$ cat config.mk
export PLATFORM = sky130hd
export DESIGN_NAME = parametric_locker_controller
export DESIGN_NICKNAME = d
export VERILOG_FILES = /design/src/rtl/parametric_locker_controller.sv
export SDC_FILE = /design/constraint.sdc
export NUM_CORES = 1
export LEC_CHECK = 0
export ABC_AREA = 0
export CAP_MARGIN = 25
export CORE_UTILIZATION = 42
export DETAILED_ROUTE_END_ITERATION = 10
export SETUP_SLACK_MARGIN = 0.4
export SLEW_MARGIN = 20
export SYNTH_ARGS = -nofsm -noshare
export SYNTH_HDL_FRONTEND = slang
export SYNTH_SLANG_ARGS = --single-unit
$ cat constraint.sdc
create_clock -name clk -period 4.7 [get_ports clk]
set_input_delay 0.94 -clock clk [delete_from_list [all_inputs] [get_ports clk]]
set_output_delay 0.94 -clock clk [all_outputs]
set_load 0.02 [all_outputs]
$ cat src/rtl/parametric_locker_controller.sv
// Multi-locker delivery controller: courier deposits into the lowest free locker,
// recipients retrieve with their stored PIN, with timed door pulses and fail lockout.
module parametric_locker_controller #(
    parameter int unsigned          NUM_LOCKERS      = 8,
    parameter int unsigned          IDX_W            = 3,
    parameter int unsigned          PIN_W            = 4,
    parameter logic [PIN_W-1:0]     COURIER_PIN      = 4'b1010,
    parameter int unsigned          MAX_FAILS        = 3,
    parameter int unsigned          LOCKOUT_CYCLES   = 16,
    parameter int unsigned          DOOR_OPEN_CYCLES = 8
) (
    input  logic                   clk,
    input  logic                   reset,
    input  logic                   dep_req,
    input  logic [PIN_W-1:0]       dep_pin,
    input  logic [PIN_W-1:0]       recip_pin,
    input  logic                   ret_req,
    input  logic [PIN_W-1:0]       ret_pin,
    input  logic                   clear_all,
    output logic                   auth_success_led,
    output logic                   retrieval_auth_led,
    output logic                   err,
    output logic [IDX_W-1:0]       assigned_locker_display,
    output logic [NUM_LOCKERS-1:0] locker_doors,
    output logic [NUM_LOCKERS-1:0] occupied,
    output logic                   full,
    output logic                   busy,
    output logic                   lockout
);

    localparam int unsigned TMR_MAX = (LOCKOUT_CYCLES > DOOR_OPEN_CYCLES) ? LOCKOUT_CYCLES : DOOR_OPEN_CYCLES;
    localparam int unsigned TMR_W   = $clog2(TMR_MAX + 1);
    localparam int unsigned CNT_W   = $clog2(MAX_FAILS + 1);

    typedef enum logic [1:0] {
        IDLE      = 2'd0,
        DOOR_OPEN = 2'd1,
        LOCKOUT   = 2'd2
    } state_t;

    state_t                                r_state,  w_state_n;
    logic [NUM_LOCKERS-1:0]                r_occ,    w_occ_n;
    logic [NUM_LOCKERS-1:0][PIN_W-1:0]     r_pin,    w_pin_n;
    logic [NUM_LOCKERS-1:0]                r_doors,  w_doors_n;
    logic [IDX_W-1:0]                      r_disp,   w_disp_n;
    logic [CNT_W-1:0]                      r_fail,   w_fail_n;
    logic [TMR_W-1:0]                      r_tmr,    w_tmr_n;
    logic                                  r_dep_ok, w_dep_ok_n;
    logic                                  r_ret_ok, w_ret_ok_n;
    logic                                  r_err,    w_err_n;
    logic                                  r_busy,   r_lockout;
    logic                                  w_fail_inc;
    logic [CNT_W:0]                        w_fail_p1;
    logic                                  w_free_hit, w_match_hit;
    logic [IDX_W-1:0]                      w_free_idx, w_match_idx;

    // Priority search: lowest free locker and lowest occupied locker whose PIN matches
    always_comb begin
        w_free_hit  = 1'b0;
        w_free_idx  = '0;
        w_match_hit = 1'b0;
        w_match_idx = '0;
        for (int i = int'(NUM_LOCKERS) - 1; i >= 0; i--) begin
            if (!r_occ[i]) begin
                w_free_hit = 1'b1;
                w_free_idx = IDX_W'(i);
            end
            if (r_occ[i] && (r_pin[i] == ret_pin)) begin
                w_match_hit = 1'b1;
                w_match_idx = IDX_W'(i);
            end
        end
    end

    assign w_fail_p1 = (CNT_W + 1)'(r_fail) + (CNT_W + 1)'(1);

    // Next-state and next-output logic
    always_comb begin
        w_state_n  = r_state;
        w_occ_n    = r_occ;
        w_pin_n    = r_pin;
        w_doors_n  = r_doors;
        w_disp_n   = r_disp;
        w_fail_n   = r_fail;
        w_tmr_n    = r_tmr;
        w_dep_ok_n = 1'b0;
        w_ret_ok_n = 1'b0;
        w_err_n    = 1'b0;
        w_fail_inc = 1'b0;

        case (r_state)
            IDLE: begin
                if (dep_req) begin
                    if (dep_pin != COURIER_PIN) begin
                        w_err_n    = 1'b1;
                        w_fail_inc = 1'b1;
                    end else if (!w_free_hit) begin
                        w_err_n = 1'b1;
                    end else begin
                        w_occ_n[w_free_idx] = 1'b1;
                        w_pin_n[w_free_idx] = recip_pin;
                        w_doors_n           = NUM_LOCKERS'(1) << w_free_idx;
                        w_disp_n            = w_free_idx;
                        w_dep_ok_n          = 1'b1;
                        w_fail_n            = '0;
                        w_tmr_n             = TMR_W'(DOOR_OPEN_CYCLES);
                        w_state_n           = DOOR_OPEN;
                    end
                end else if (ret_req) begin
                    if (w_match_hit) begin
                        w_occ_n[w_match_idx] = 1'b0;
                        w_pin_n[w_match_idx] = '0;
                        w_doors_n            = NUM_LOCKERS'(1) << w_match_idx;
                        w_disp_n             = w_match_idx;
                        w_ret_ok_n           = 1'b1;
                        w_fail_n             = '0;
                        w_tmr_n              = TMR_W'(DOOR_OPEN_CYCLES);
                        w_state_n            = DOOR_OPEN;
                    end else begin
                        w_err_n    = 1'b1;
                        w_fail_inc = 1'b1;
                    end
                end
                if (w_fail_inc) begin
                    if (w_fail_p1 >= (CNT_W + 1)'(MAX_FAILS)) begin
                        w_fail_n  = '0;
                        w_tmr_n   = TMR_W'(LOCKOUT_CYCLES);
                        w_state_n = LOCKOUT;
                    end else begin
                        w_fail_n = CNT_W'(w_fail_p1);
                    end
                end
            end
            DOOR_OPEN, LOCKOUT: begin
                if (r_tmr <= TMR_W'(1)) begin
                    w_tmr_n   = '0;
                    w_doors_n = '0;
                    w_state_n = IDLE;
                end else begin
                    w_tmr_n = r_tmr - TMR_W'(1);
                end
            end
            default: begin
                w_state_n = IDLE;
                w_doors_n = '0;
                w_tmr_n   = '0;
            end
        endcase

        // Administrative clear overrides everything except the display
        if (clear_all) begin
            w_state_n  = IDLE;
            w_occ_n    = '0;
            w_pin_n    = '0;
            w_doors_n  = '0;
            w_fail_n   = '0;
            w_tmr_n    = '0;
            w_dep_ok_n = 1'b0;
            w_ret_ok_n = 1'b0;
            w_err_n    = 1'b0;
        end
    end

    always_ff @(posedge clk or negedge reset) begin
        if (!reset) begin
            r_state   <= IDLE;
            r_occ     <= '0;
            r_pin     <= '0;
            r_doors   <= '0;
            r_disp    <= '0;
            r_fail    <= '0;
            r_tmr     <= '0;
            r_dep_ok  <= 1'b0;
            r_ret_ok  <= 1'b0;
            r_err     <= 1'b0;
            r_busy    <= 1'b0;
            r_lockout <= 1'b0;
        end else begin
            r_state   <= w_state_n;
            r_occ     <= w_occ_n;
            r_pin     <= w_pin_n;
            r_doors   <= w_doors_n;
            r_disp    <= w_disp_n;
            r_fail    <= w_fail_n;
            r_tmr     <= w_tmr_n;
            r_dep_ok  <= w_dep_ok_n;
            r_ret_ok  <= w_ret_ok_n;
            r_err     <= w_err_n;
            r_busy    <= (w_state_n != IDLE);
            r_lockout <= (w_state_n == LOCKOUT);
        end
    end

    assign auth_success_led        = r_dep_ok;
    assign retrieval_auth_led      = r_ret_ok;
    assign err                     = r_err;
    assign assigned_locker_display = r_disp;
    assign locker_doors            = r_doors;
    assign occupied                = r_occ;
    assign full                    = &r_occ;
    assign busy                    = r_busy;
    assign lockout                 = r_lockout;

endmodule

==> flow_summary.toml <==
[clock_network]
numCtsBuffers = 9
clkTransAtPathRegs_ns = 0.08
clkSinkCount = 65
cts_setup_buffers = 0
cts_tree = "yes"
htreeDepth = 3
root_buffer = "clkbuf_8"
clock_path_buffers = 2
clk_latency_ns = 0.35
ctsResizeCount = 0
holdBufCountCts = 0

[detailed_routing]
remaining_drc_errors = 0
avgRoutedWirePerCell_um = 18.6
viasPerCell = 5.86
drtIter0Drc = 254
drt-pass1-iter-count = 5
dr_total_vias = 3195
antenna_left = 0
wl_mm = 10.1

[sta]
skew_ns = 0.0146
setup_viol = 0
fmax_mhz = 279
min_period_ns = 3.58
period_share = 0.762
slew_violations = 0
hold_viol = 0
holdWs_ns = 0.495
setup_tns_ns = 0
rsz0062_at_grt = "false"
slew_headroom = 0.459
worst_slew_pin_slew_ns = 0.805

[setup_path]
crit_path_end_kind = "register"
cp.arrival_ns = 3.83
path_class = "input port to register"
crit_path_start_kind = "input port"
path_max_fanout = 16
worstPathRequired_ns = 4.95
ff2ff_path_depth = 8

[die]
dieWidth_um = 96.8
die_height_um = 96.8
start_util = 0.433
fp.dieArea_sq_um = 9370
core.rowCount = 34
coreArea_sq_um = 8720
ios = 42

[yosys]
yosysSeqAreaShare = 0.431
synthMuxAreaShare = 0.00298
avgSynthCellArea_sq_um = 9.58
synth-compound-area-share = 0.242
synth_enable_flop_cells = 0
synth_top_family_by_area = "compound AO/OA/AOI/OAI gates"
ys.warnings.count = 0
synthCells = 394
ys.flop_type = "dfrtp_1"
synth_seq_cells = 65
yosys.area.top_type = "dfrtp_1"
yosysTopAreaCellShare = 0.431
ys_types = 67
synth_fa_ha_area_frac = 0.0133
syn_nets = 415
postSynth.asyncResetShare = 1.00
synth-xor-area-share = 0.0789
synth_area_sq_um = 3770
synth_common_cells = "dfrtp_1 (65), nand2_1 (47), inv_1 (23)"
synthSimpleGateAreaFrac = 0.183
yosysMostFrequentCell = "dfrtp_1"
synth_area_leaders = "dfrtp_1 (43%), xor2_1 (5.1%), nand2_1 (4.7%), a22o_1 (3.5%), xnor2_1 (2.8%)"

[layout]
post-route-util = 0.511
drive_gt1_frac = 0.101
antenna_cells = 0
fin_cells = 545
nNetsFinal = 453
syn2layout_area_growth_pct = 18.1
fillers = 802

[hold_path]
min_path_type = "register to register"
holdPathStages = 1

[power_and_ir_drop]
p_per_area_nw_per_um2 = 272
power_w = 0.00121
power.switching_w = 0.000305
p_leak_nw = 1.87
p_sw_frac = 0.251
p_int_w = 0.000908
seqPwrFrac = 0.472
combPwrFrac = 0.098
pwr-share-clk = 0.430
ir_worst_vdd_mv = 0.186

[global_route]
grt-ovfl-total = 0
grt_max_degree = 35
grt_pass1_wl_mm = 17.1
grt_use_total = 0.230
antenna_found_initial = 0
grt_pass1_vias = 3218

[placement]
hpwlAfterDp_mm = 7.28
place_inst = 529
portBuffers = 41
gp_congestion = 0.847

[status]
status = "finished clean"

[run]
cap_viol_max_count = 0
worst max-delay path: stages:
cell and delay [ns]:
clkdlybuf4s50_1 0.83, xor2_1 0.20, nor4_4 0.49, nor2_1 0.25
a31oi_2 0.34, o21a_4 0.30, a21oi_1 0.19, a22o_1 0.28
per-stage QoR:
| step | worst slack, ns | cell area [sq um] |
|---|---|---|
| 6_report | 1.12 | 4460 |
| 5_1_grt | 0.866 | 4460 |
| 4_1_cts | 1.14 | 4460 |
| 2_1_floorplan | 1.81 | 3770 |
| 3_3_place_gp | 0.795 | 4250 |
| 3_5_place_dp | 0.758 | 4250 |
cell type report:
| cell class | count | area [sq um] | share of cell area |
|---|---|---|---|
| multi-input combinational | 288 | 1960 | 0.440 |
| sequential | 65 | 1630 | 0.365 |
| timing repair buffer | 45 | 435 | 0.0977 |
| tap | 108 | 135 | 0.0303 |
| clock buffer | 10 | 128 | 0.0286 |
| inverter | 23 | 86.3 | 0.0194 |
| clock inverter | 6 | 82.6 | 0.0185 |
layout by cell type (no fill, tap or decap), types with 5 or more instances in the layout:
master           count
o22ai_1              5
clkdlybuf4s50_1     40
a2bb2oi_1            5
o21ai_1             12
xnor2_1             12
dfrtp_1             65
o2bb2ai_1            8
a21oi_1             14
clkbuf_8             9
nor3_1              15
o21ai_0              8
nand3_1              9
nor2_1              21
and2_1               7
nand2_1             47
inv_1               23
xor2_1              22
a22o_1              15
flip-flops by register name, indices dropped and copies added (netlist names):
signal and count:
retrieval_auth_led 1, r_pin 32, r_state 2, err 1, lockout 1, auth_success_led 1, r_fail 2, locker_doors 8
busy 1, r_tmr 5, occupied 8, assigned_locker_display 3
per-layer routing:
metal	GRT usage	wire length, um	up-vias	share of wire
met3	0.0535	563	18	0.056
met2	0.339	4460	106	0.44
met5	0	0	-	0
li1	-	-	1497	-
met4	0.0941	233	0	0.023
met1	0.325	4870	1574	0.48
worst paths after layout:
path / startpoint / endpoint / slack [ns]
min in group asynchronous: reset / r_pin[6]$_DFFE_PN0P_ / 0.65
worst min register to register: locker_doors[3]$_DFFE_PN0P_ / locker_doors[3]$_DFFE_PN0P_ / 0.49
worst max register to register: occupied[6]$_DFFE_PN0P_ / r_pin[21]$_DFFE_PN0P_ / 2.10
worst min-delay path: locker_doors[3]$_DFFE_PN0P_ / locker_doors[3]$_DFFE_PN0P_ / 0.49
worst max-delay path: ret_pin[0] / r_pin[21]$_DFFE_PN0P_ / 1.12
max in group asynchronous: reset / locker_doors[5]$_DFFE_PN0P_ / 3.10
power groups by stage:
stage                     Clock [W]  Combinational (W)  Sequential (W)
after global routing       0.000555           0.000132        0.000573
after CTS                  0.000534           0.000120        0.000572
final                      0.000522           0.000119        0.000572
after detailed placement          0           0.000120        0.000583
after global placement            0           0.000118        0.000583
after floorplan                   0          0.0000687        0.000586
cell families (layout without fill, tap and decap cells):
logic type	count (synthesis)	count (layout)
xor gates and xnor gates	34	34
DFF	65	65
muxes	1	1
AOI/OAI and AO/OA	120	120
and+or+nand+nor	129	129
buffers and inverters	41	84
adders and majority gates	4	4
(Power assumes the default switching activity.)
